--- src/rtl/baud_tick_if.sv ---
// Baud tick generator bus.
//   master : drives enable, baud_select, resync; samples the ticks and os_phase
//   slave  : the generator itself
//   enable       run / hold-at-zero
//   baud_select  rate index 0..7 (300 .. 115200 baud)
//   resync       one-cycle re-phase pulse from the receiver
//   sample_tick  oversample strobe
//   bit_tick     last sample of each bit
//   mid_tick     bit-centre strobe
//   os_phase     current oversample index
interface baud_tick_if #(
  parameter int OVERSAMPLE = 16
);
  localparam int PH_W = $clog2(OVERSAMPLE);

  logic            enable;
  logic [2:0]      baud_select;
  logic            resync;
  logic            sample_tick;
  logic            bit_tick;
  logic            mid_tick;
  logic [PH_W-1:0] os_phase;

  modport master (
    output enable, baud_select, resync,
    input  sample_tick, bit_tick, mid_tick, os_phase
  );

  modport slave (
    input  enable, baud_select, resync,
    output sample_tick, bit_tick, mid_tick, os_phase
  );
endinterface

--- src/rtl/baud_tick_generator.sv ---
// Baud-rate tick generator for the UART TX/RX pair.
// Produces an oversampled sample_tick, a per-bit bit_tick and a bit-centre
// mid_tick from the system clock; the rate comes from an 8-entry table.
//   clk    system clock, rising edge
//   reset  asynchronous, active-high
//   bus    baud_tick_if.slave (enable, baud_select, resync -> ticks, os_phase)
// Optional macro BAUD_FRAC_EN: replaces the integer divider with an ACC_W-bit
// phase accumulator whose carry out is the sample strobe.
module baud_tick_generator #(
  parameter int CLK_FREQ_HZ = 50_000_000,
  parameter int OVERSAMPLE  = 16,
  parameter int CNT_W       = 16,
  parameter int ACC_W       = 24
) (
  input  logic       clk,
  input  logic       reset,
  baud_tick_if.slave bus
);
  localparam int              PH_W    = $clog2(OVERSAMPLE);
  localparam logic [PH_W-1:0] PH_LAST = PH_W'(OVERSAMPLE - 1);
  localparam logic [PH_W-1:0] PH_MID  = PH_W'(OVERSAMPLE / 2 - 1);

  function automatic longint rate_of(input int i);
    case (i)
      0:       return 300;
      1:       return 1200;
      2:       return 4800;
      3:       return 9600;
      4:       return 19200;
      5:       return 38400;
      6:       return 57600;
      default: return 115200;
    endcase
  endfunction

  if (OVERSAMPLE < 4 || OVERSAMPLE > 32 || (OVERSAMPLE % 2) != 0) begin : g_bad_os
    $error("OVERSAMPLE must be even and within 4..32");
  end

  logic [2:0]      sel_q;
  logic            clr;    // counters to zero, no tick this cycle
  logic            term;   // the divider/accumulator wraps this cycle
  logic [PH_W-1:0] os_phase;
  logic            sample_q, bit_q, mid_q;

  // enable low, resync and a rate change all collapse to the same action.
  assign clr = !bus.enable || bus.resync || (bus.baud_select != sel_q);

`ifdef BAUD_FRAC_EN
  function automatic longint inc_of(input int i);
    longint num = rate_of(i) * OVERSAMPLE * (longint'(1) << ACC_W);
    return (num + longint'(CLK_FREQ_HZ / 2)) / longint'(CLK_FREQ_HZ);
  endfunction

  localparam logic [ACC_W-1:0] INC_TAB [8] = '{
    ACC_W'(inc_of(0)), ACC_W'(inc_of(1)), ACC_W'(inc_of(2)), ACC_W'(inc_of(3)),
    ACC_W'(inc_of(4)), ACC_W'(inc_of(5)), ACC_W'(inc_of(6)), ACC_W'(inc_of(7))
  };

  for (genvar g = 0; g < 8; g++) begin : g_chk
    if (inc_of(g) < 1 || inc_of(g) >= (longint'(1) << ACC_W)) begin : g_bad_inc
      $error("phase increment out of range for ACC_W");
    end
  end
  if (CNT_W < 1) begin : g_bad_cnt_w
    $error("CNT_W must be positive");
  end

  logic [ACC_W-1:0] acc;
  logic [ACC_W:0]   acc_sum;

  assign acc_sum = {1'b0, acc} + {1'b0, INC_TAB[sel_q]};
  assign term    = acc_sum[ACC_W];

  always_ff @(posedge clk or posedge reset) begin
    if (reset)    acc <= '0;
    else if (clr) acc <= '0;
    else          acc <= acc_sum[ACC_W-1:0];
  end
`else
  function automatic longint div_of(input int i);
    longint r = rate_of(i) * OVERSAMPLE;
    return (longint'(CLK_FREQ_HZ) + r / 2) / r;
  endfunction

  // Terminal count per rate: divisor - 1.
  localparam logic [CNT_W-1:0] DIV_LAST [8] = '{
    CNT_W'(div_of(0) - 1), CNT_W'(div_of(1) - 1), CNT_W'(div_of(2) - 1), CNT_W'(div_of(3) - 1),
    CNT_W'(div_of(4) - 1), CNT_W'(div_of(5) - 1), CNT_W'(div_of(6) - 1), CNT_W'(div_of(7) - 1)
  };

  for (genvar g = 0; g < 8; g++) begin : g_chk
    if (div_of(g) < 2 || div_of(g) >= (longint'(1) << CNT_W)) begin : g_bad_div
      $error("divisor below 2 or too wide for CNT_W");
    end
  end
  if (ACC_W < 1) begin : g_bad_acc_w
    $error("ACC_W must be positive");
  end

  logic [CNT_W-1:0] div_cnt;

  assign term = (div_cnt == DIV_LAST[sel_q]);

  always_ff @(posedge clk or posedge reset) begin
    if (reset)     div_cnt <= '0;
    else if (clr)  div_cnt <= '0;
    else if (term) div_cnt <= '0;
    else           div_cnt <= div_cnt + 1'b1;
  end
`endif

  // Tick and phase stage, shared by both divider flavours.
  always_ff @(posedge clk or posedge reset) begin
    if (reset) begin
      sel_q    <= '0;
      os_phase <= '0;
      sample_q <= 1'b0;
      bit_q    <= 1'b0;
      mid_q    <= 1'b0;
    end else begin
      sel_q    <= bus.baud_select;
      sample_q <= 1'b0;
      bit_q    <= 1'b0;
      mid_q    <= 1'b0;
      if (clr) begin
        os_phase <= '0;
      end else if (term) begin
        sample_q <= 1'b1;
        bit_q    <= (os_phase == PH_LAST);
        mid_q    <= (os_phase == PH_MID);
        os_phase <= (os_phase == PH_LAST) ? '0 : os_phase + 1'b1;
      end
    end
  end

  assign bus.sample_tick = sample_q;
  assign bus.bit_tick    = bit_q;
  assign bus.mid_tick    = mid_q;
  assign bus.os_phase    = os_phase;
endmodule
--- src/flat_wrapper.sv ---
// flat-port wrapper written by rule: the top's interface ports become plain ports
module baud_tick_generator_flat 
#(
  parameter int CLK_FREQ_HZ = 50_000_000,
  parameter int OVERSAMPLE  = 16,
  parameter int CNT_W       = 16,
  parameter int ACC_W       = 24
)
  (clk, reset, bus_enable, bus_baud_select, bus_resync, bus_sample_tick, bus_bit_tick, bus_mid_tick, bus_os_phase);
  baud_tick_if #(.OVERSAMPLE(OVERSAMPLE)) bus_i ();
  input  logic clk;
  input  logic reset;
  input wire logic [$bits(bus_i.enable)-1:0] bus_enable;
  input wire logic [$bits(bus_i.baud_select)-1:0] bus_baud_select;
  input wire logic [$bits(bus_i.resync)-1:0] bus_resync;
  output wire logic [$bits(bus_i.sample_tick)-1:0] bus_sample_tick;
  output wire logic [$bits(bus_i.bit_tick)-1:0] bus_bit_tick;
  output wire logic [$bits(bus_i.mid_tick)-1:0] bus_mid_tick;
  output wire logic [$bits(bus_i.os_phase)-1:0] bus_os_phase;
  assign bus_i.enable = bus_enable;
  assign bus_i.baud_select = bus_baud_select;
  assign bus_i.resync = bus_resync;
  assign bus_sample_tick = bus_i.sample_tick;
  assign bus_bit_tick = bus_i.bit_tick;
  assign bus_mid_tick = bus_i.mid_tick;
  assign bus_os_phase = bus_i.os_phase;
  baud_tick_generator #(.CLK_FREQ_HZ(CLK_FREQ_HZ), .OVERSAMPLE(OVERSAMPLE), .CNT_W(CNT_W), .ACC_W(ACC_W)) u_core (.clk(clk), .reset(reset), .bus(bus_i));
endmodule
--- config.mk ---
export PLATFORM = sky130hd
export DESIGN_NAME = baud_tick_generator_flat
export DESIGN_NICKNAME = d
export VERILOG_FILES = /design/src/rtl/baud_tick_if.sv /design/src/rtl/baud_tick_generator.sv /design/src/flat_wrapper.sv
export SDC_FILE = /design/constraint.sdc
export NUM_CORES = 1
export LEC_CHECK = 0
export ABC_AREA = 1
export CAP_MARGIN = 15
export CORE_AREA = 2 2 65 67
export DETAILED_ROUTE_END_ITERATION = 8
export DIE_AREA = 0 0 67 69
export GPL_TIMING_DRIVEN = 0
export MAX_ROUTING_LAYER = met4
export PLACE_DENSITY = 0.73
export RECOVER_POWER = 25
export SLEW_MARGIN = 30
export SYNTH_ARGS = -nofsm -noshare
export SYNTH_HDL_FRONTEND = slang
export SYNTH_SLANG_ARGS = --single-unit
--- constraint.sdc ---
create_clock -name clk -period 3.5 [get_ports clk]
set_input_delay 0.7 -clock clk [delete_from_list [all_inputs] [get_ports clk]]
set_output_delay 0.7 -clock clk [all_outputs]
set_load 0.1 [all_outputs]
==> results.yml, run 1 <==
floorplanning:
  initial_utilization: 0.478
  io_pins: 14
  die_area_mm2: 0.00462
  die_w_um: 67
  die_h_um: 69
  coreArea_mm2: 0.00391
  num_rows: 23
final_layout:
  diodes: 0
  syn2layout_area_growth_pct: 13.2
  final_layout_size_suffix_gt1_frac: 0.0525
  final_util: 0.541
  fin_cells: 355
  nets: 320
sta:
  clock.fmax_mhz: 392
  rsz0062_at_grt: "no"
  maxSlewViolCount: 0
  fin_setup_tns_ns: 0
  hold_slack_ns: 0.578
  setup_viol: 0
  post-route-min-period_ns: 2.55
  relSlewSlack: 0.358
  clock_skew_ns: 0.00943
  worstMarginPinSlew_ns: 0.962
  finalHoldViolations: 0
  post-route-period-util: 0.729
global_route:
  grt_pass1_vias: 1695
  antenna_found_initial: 0
  track_usage: 0.207
  grt_pass1_wl_um: 7310
  grt_max_degree: 27
  grt-ovfl-total: 0
min_path:
  worstHoldPathType: "flop to flop"
clocking:
  cts_setup_buffers: 0
  cts_hold_buf: 0
  clk_path_buf_depth: 2
  clk_latency_ns: 0.28
  clkTransAtPathRegs_ns: 0.09
  root_buffer: "clkbuf_8"
  post_cts_resized: 0
  htree_levels: 1
  cts_buffers: 3
  clock-sinks: 26
  cts_tree: "yes"
power_and_ir_drop:
  power_density_mw_per_mm2: 279
  power_uw: 590
  peakVddDrop_mv: 0.192
  p_leak_nw: 1.11
route:
  wl_met1_um: 1970
  drc: 0
  met3WireLength_um: 128
  antenna_left: 0
  dr.max_layer_used: "met4"
  drt_wl_total_um: 4060
  vias_per_cell: 4.90
  met2_length_um: 1940
  routedWlPerCell_um: 11.4
  via_count: 1738
  dr.pass1.iters: 5
  first_iter_violations: 138
setup_path:
  crit_family: "buffers and inverters"
  cp-start-kind: "flop"
  cp_max_fo: 5
  slowest_stage: "clkdlybuf4s50_1"
  endpoint_kind: "output pin"
  cp.required_ns: 2.80
  slowest_delay_ns: 1.16
  arrival_ns: 1.85
  worstPathCellList: "clkdlybuf4s50_1"
  worstSetupPathType: "flop to output pin"
  cp.buffers_inverters: 1
place:
  hpwlAfterDp_um: 3250
  place.port_buffers: 13
  dp.cells: 351
  place_congestion: 0.880
synth:
  syn_area_mm2: 0.00187
  synthFlopType: "dfrtp_1"
  synth_enable_flop_cells: 0
  async_reset_ff_frac: 1.00
  yosysWarnings: 0
  synth_seq_area_share: 0.348
  avgSynthCellArea_um2: 6.49
  netlist_instances: 288
  ys_types: 20
  ys_seq_elements: 26
  synth_nets: 302
outcome:
  status: "finished clean"
job:
  cap_violations: 0
[flip-flops by register name (all words and copies together), names as in the netlist]
register and count:
u_core.bus.bit_tick 1, u_core.bus.mid_tick 1, u_core.bus.os_phase 4, u_core.bus.sample_tick 1
u_core.div_cnt 16, u_core.sel_q 3
[cell families after synthesis]
| logic type | count (synthesis) | synth area share |
|---|---|---|
| AO/OA/AOI/OAI | 7 | 0.0201 |
| XOR/XNOR | 10 | 0.0468 |
| adder cells (fa/ha/maj) | 7 | 0.0468 |
| buffers and inverters | 52 | 0.116 |
| flip-flops | 26 | 0.348 |
| AND/OR/NAND/NOR | 186 | 0.423 |
[final cells by class]
class	instances	area, µm²
inverters	47	176
plain buffers	5	40.0
multi-input cells	210	1000
fillers	418	1800
clock buffers	4	55.1
flip-flops and latches	26	651
well taps	50	62.6
repair buffers	13	130
[through the flow]
step | cell area [µm²] | worst slack, ns
floorplan | 1870 | 1.67
finish | 2120 | 0.947
detailed placement | 2060 | 1.22
CTS | 2120 | 0.938
global placement | 2060 | 1.25
global route | 2120 | 0.883
[layout by cell type, fill, tap and decap left out, types with 2 or more instances in the layout]
master           synthesis  final
buf_2                    2      2
buf_6                    2      2
clkbuf_8                 0      4
clkdlybuf4s50_1          0      9
dfrtp_1                 26     26
dlygate4sd3_1            0      4
ha_1                     7      7
inv_1                   46     46
nand2_1                 89     89
nand2_2                  2      2
nand3_1                 33     33
nand4_1                 10     10
nor2_1                  45     45
nor3_1                   3      3
o21ai_0                  6      6
or2_2                    2      2
xor2_1                   9      9
[routing by layer]
layer / vias up / GRT usage
li1: 919 / -
met1: 788 / 0.273
met2: 27 / 0.341
met3: 4 / 0.0245
met4: 0 / 0.0408
met5: - / -
[cell usage after synthesis (2+ instances only)]
cell type / instances / area [µm²]
buf_2: 2 / 10.0
buf_6: 2 / 22.5
dfrtp_1: 26 / 651
ha_1: 7 / 87.6
inv_1: 46 / 173
nand2_1: 89 / 334
nand2_2: 2 / 12.5
nand3_1: 33 / 165
nand4_1: 10 / 62.6
nor2_1: 45 / 169
nor3_1: 3 / 15.0
o21ai_0: 6 / 30.0
or2_2: 2 / 12.5
xor2_1: 9 / 78.8
[report_power, final]
group          total (mW)  leakage, nW  switching [mW]  internal (mW)
Combinational      0.0864        0.720          0.0560         0.0305
Clock               0.199       0.0288          0.0979          0.101
Sequential          0.305        0.356         0.00307          0.302
Total               0.590         1.11           0.157          0.433
[final timing paths]
path | startpoint | endpoint | slack (ns) | cells after the start
setup / recovery | u_core.bus.os_phase[0]$_DFFE_PP0P_ | bus_os_phase[0] | 0.95 | 1
hold reg to reg | u_core.div_cnt[14]$_DFF_PP0_ | u_core.div_cnt[14]$_DFF_PP0_ | 0.58 | 2
hold / removal | u_core.div_cnt[14]$_DFF_PP0_ | u_core.div_cnt[14]$_DFF_PP0_ | 0.58 | 2
setup reg to reg | u_core.sel_q[1]$_DFF_PP0_ | u_core.div_cnt[10]$_DFF_PP0_ | 1.33 | 13
min in group asynchronous | reset | u_core.bus.mid_tick$_DFF_PP0_ | 1.07 | 2
max in group asynchronous | reset | u_core.div_cnt[13]$_DFF_PP0_ | 1.84 | 2
Power figures use the tool's default switching activity.
==> run 2, diff against run 1 <==
--- a/config.mk
+++ b/config.mk
@@ -12,7 +12,7 @@
 export DIE_AREA = 0 0 67 69
 export GPL_TIMING_DRIVEN = 0
 export MAX_ROUTING_LAYER = met4
-export PLACE_DENSITY = 0.73
+export PLACE_DENSITY = 0.76
 export RECOVER_POWER = 25
 export SLEW_MARGIN = 30
 export SYNTH_ARGS = -nofsm -noshare
==> constraint.sdc (replaced) <==
create_clock -name clk -period 2.2 [get_ports clk]
set_input_delay 0.44 -clock clk [delete_from_list [all_inputs] [get_ports clk]]
set_output_delay 0.44 -clock clk [all_outputs]
set_load 0.1 [all_outputs]
==> run 2 against run 1 <==
Compared with the run above:
- register-to-register slack got worse by 1.1 ns
- via count barely moved
- combinational power rose by 64%
- flip-flop and latch count did not move
- final cell count rose by 0.28%
- die area did not move
- first-iteration DRC count fell by 46%
- non-clock buffer count rose by 1
- core utilization rose by 0.80 points
- cell area rose by 1.5%
- routed wire length rose by 1.1%
- clock power rose by 60%
- largest power group unchanged
- highest routed layer unchanged
==> results.yml, run 2 (synthesis results as in run 1) <==
route:
  antenna_left: 0
  wl_met1_um: 1950
  drt_wl_total_um: 4100
  dr.max_layer_used: "met4"
  met3WireLength_um: 146
  first_iter_violations: 74
  vias_per_cell: 4.88
  met2_length_um: 1960
  dr.pass1.iters: 4
  routedWlPerCell_um: 11.5
  via_count: 1739
  drc: 0
clocking:
  cts_tree: "yes"
  cts_buffers: 3
  cts_hold_buf: 0
  clock-sinks: 26
  clk_latency_ns: 0.28
  clkTransAtPathRegs_ns: 0.09
  clk_path_buf_depth: 2
  htree_levels: 1
  root_buffer: "clkbuf_8"
final_layout:
  nets: 321
  final_layout_size_suffix_gt1_frac: 0.0686
  final_cell_mix: "nand2_1, inv_1, nor2_1"
  multi_input_area_mm2: 0.00102
  syn2layout_area_growth_pct: 14.9
  fillers: 387
  regMostFlops: "u_core.div_cnt"
  diodes: 0
  seq_area_um2: 652
  reg_top3: "u_core.div_cnt: 16 flops, u_core.bus.os_phase: 4 flops, u_core.sel_q: 3 flops"
  largest_reg_flops: 16
  final_common_cell: "nand2_1"
floorplanning:
  io_pins: 14
  initial_utilization: 0.478
  num_rows: 23
  die_area_mm2: 0.00462
  die_h_um: 69
  die_w_um: 67
  coreArea_mm2: 0.00391
place:
  hpwlAfterDp_um: 3280
  place_congestion: 0.910
  place.port_buffers: 13
sta:
  setup_viol: 0
  finalHoldViolations: 0
  post-route-min-period_ns: 2.02
  relSlewSlack: 0.358
  maxSlewViolCount: 0
  clock_skew_ns: 0.00534
  post-route-period-util: 0.917
  clock.fmax_mhz: 496
  fin_setup_tns_ns: 0
  rsz0062_at_grt: "no"
  worstMarginPinSlew_ns: 0.962
global_route:
  grt-ovfl-total: 0
  grt_pass1_vias: 1553
  track_usage: 0.195
  antenna_found_initial: 0
  grt_max_degree: 27
  grt_pass1_wl_um: 6800
min_path:
  worstHoldPathType: "flop to flop"
setup_path:
  worstPathCellList: "dlygate4sd2_1"
  slowest_stage: "dlygate4sd2_1"
  cp.required_ns: 1.76
  cp_max_fo: 5
  endpoint_kind: "output pin"
  crit_family: "buffers and inverters"
  slowest_delay_ns: 0.88
  worstSetupPathType: "flop to output pin"
  cp-start-kind: "flop"
  cp.buffers_inverters: 1
  arrival_ns: 1.58
job:
  cap_violations: 0
power_and_ir_drop:
  peakVddDrop_mv: 0.315
  power_density_mw_per_mm2: 440
  power_uw: 947
  p_leak_nw: 1.18
outcome:
  status: "finished clean"
[run 2: through the flow]
step	hold WS [ns]	cell area, µm²	instances	utilization	worst slack (ns)
after floorplan	0.471	1870	288	-	0.366
after global placement	0.550	2060	351	0.527	0.0783
after detailed placement	0.562	2060	351	0.527	0.0424
after CTS	0.537	2110	355	0.540	0.00656
after global routing	0.595	2150	356	0.549	0.0188
final	0.567	2150	356	0.549	0.183
[run 2: area by class of cell]
cell class	instances	share of cell area
Multi-Input combinational cell	210	0.476
Buffer	5	0.0186
Clock buffer	4	0.0256
Tap cell	50	0.0291
Timing Repair Buffer	14	0.0652
Sequential cell	26	0.303
Inverter	47	0.0821
[run 2: report_power, final]
part / internal, mW / leakage, nW / total, mW / switching, mW
registers: 0.481 / 0.355 / 0.486 / 0.00475
clock network: 0.161 / 0.0288 / 0.319 / 0.158
logic: 0.0519 / 0.800 / 0.142 / 0.0905
total: 0.693 / 1.18 / 0.947 / 0.253
[run 2: path summary, 6_finish.rpt]
check / to / slack (ns) / startpoint / cells after the start
max: bus_os_phase[0] / 0.18 / u_core.bus.os_phase[0]$_DFFE_PP0P_ / 1
min reg2reg: u_core.bus.os_phase[1]$_DFFE_PP0P_ / 0.57 / u_core.bus.os_phase[1]$_DFFE_PP0P_ / 2
min: u_core.bus.os_phase[1]$_DFFE_PP0P_ / 0.57 / u_core.bus.os_phase[1]$_DFFE_PP0P_ / 2
max reg2reg: u_core.div_cnt[10]$_DFF_PP0_ / 0.19 / u_core.sel_q[0]$_DFF_PP0_ / 13
max in group asynchronous: u_core.sel_q[1]$_DFF_PP0_ / 0.74 / reset / 2
min in group asynchronous: u_core.bus.bit_tick$_DFF_PP0_ / 0.81 / reset / 2
[run 2: what timing repair did]
item | CTS | global route
resized for setup | 4 | 8
setup buffers | 0 | 1
setup endpoints to repair | 4 | 20
pin swaps | 0 | 1
[run 2: metal layers]
layer  up-vias  GRT usage
li1        926          -
met1       785      0.269
met2        23      0.296
met3         5     0.0294
met4         0     0.0544
met5         -          -
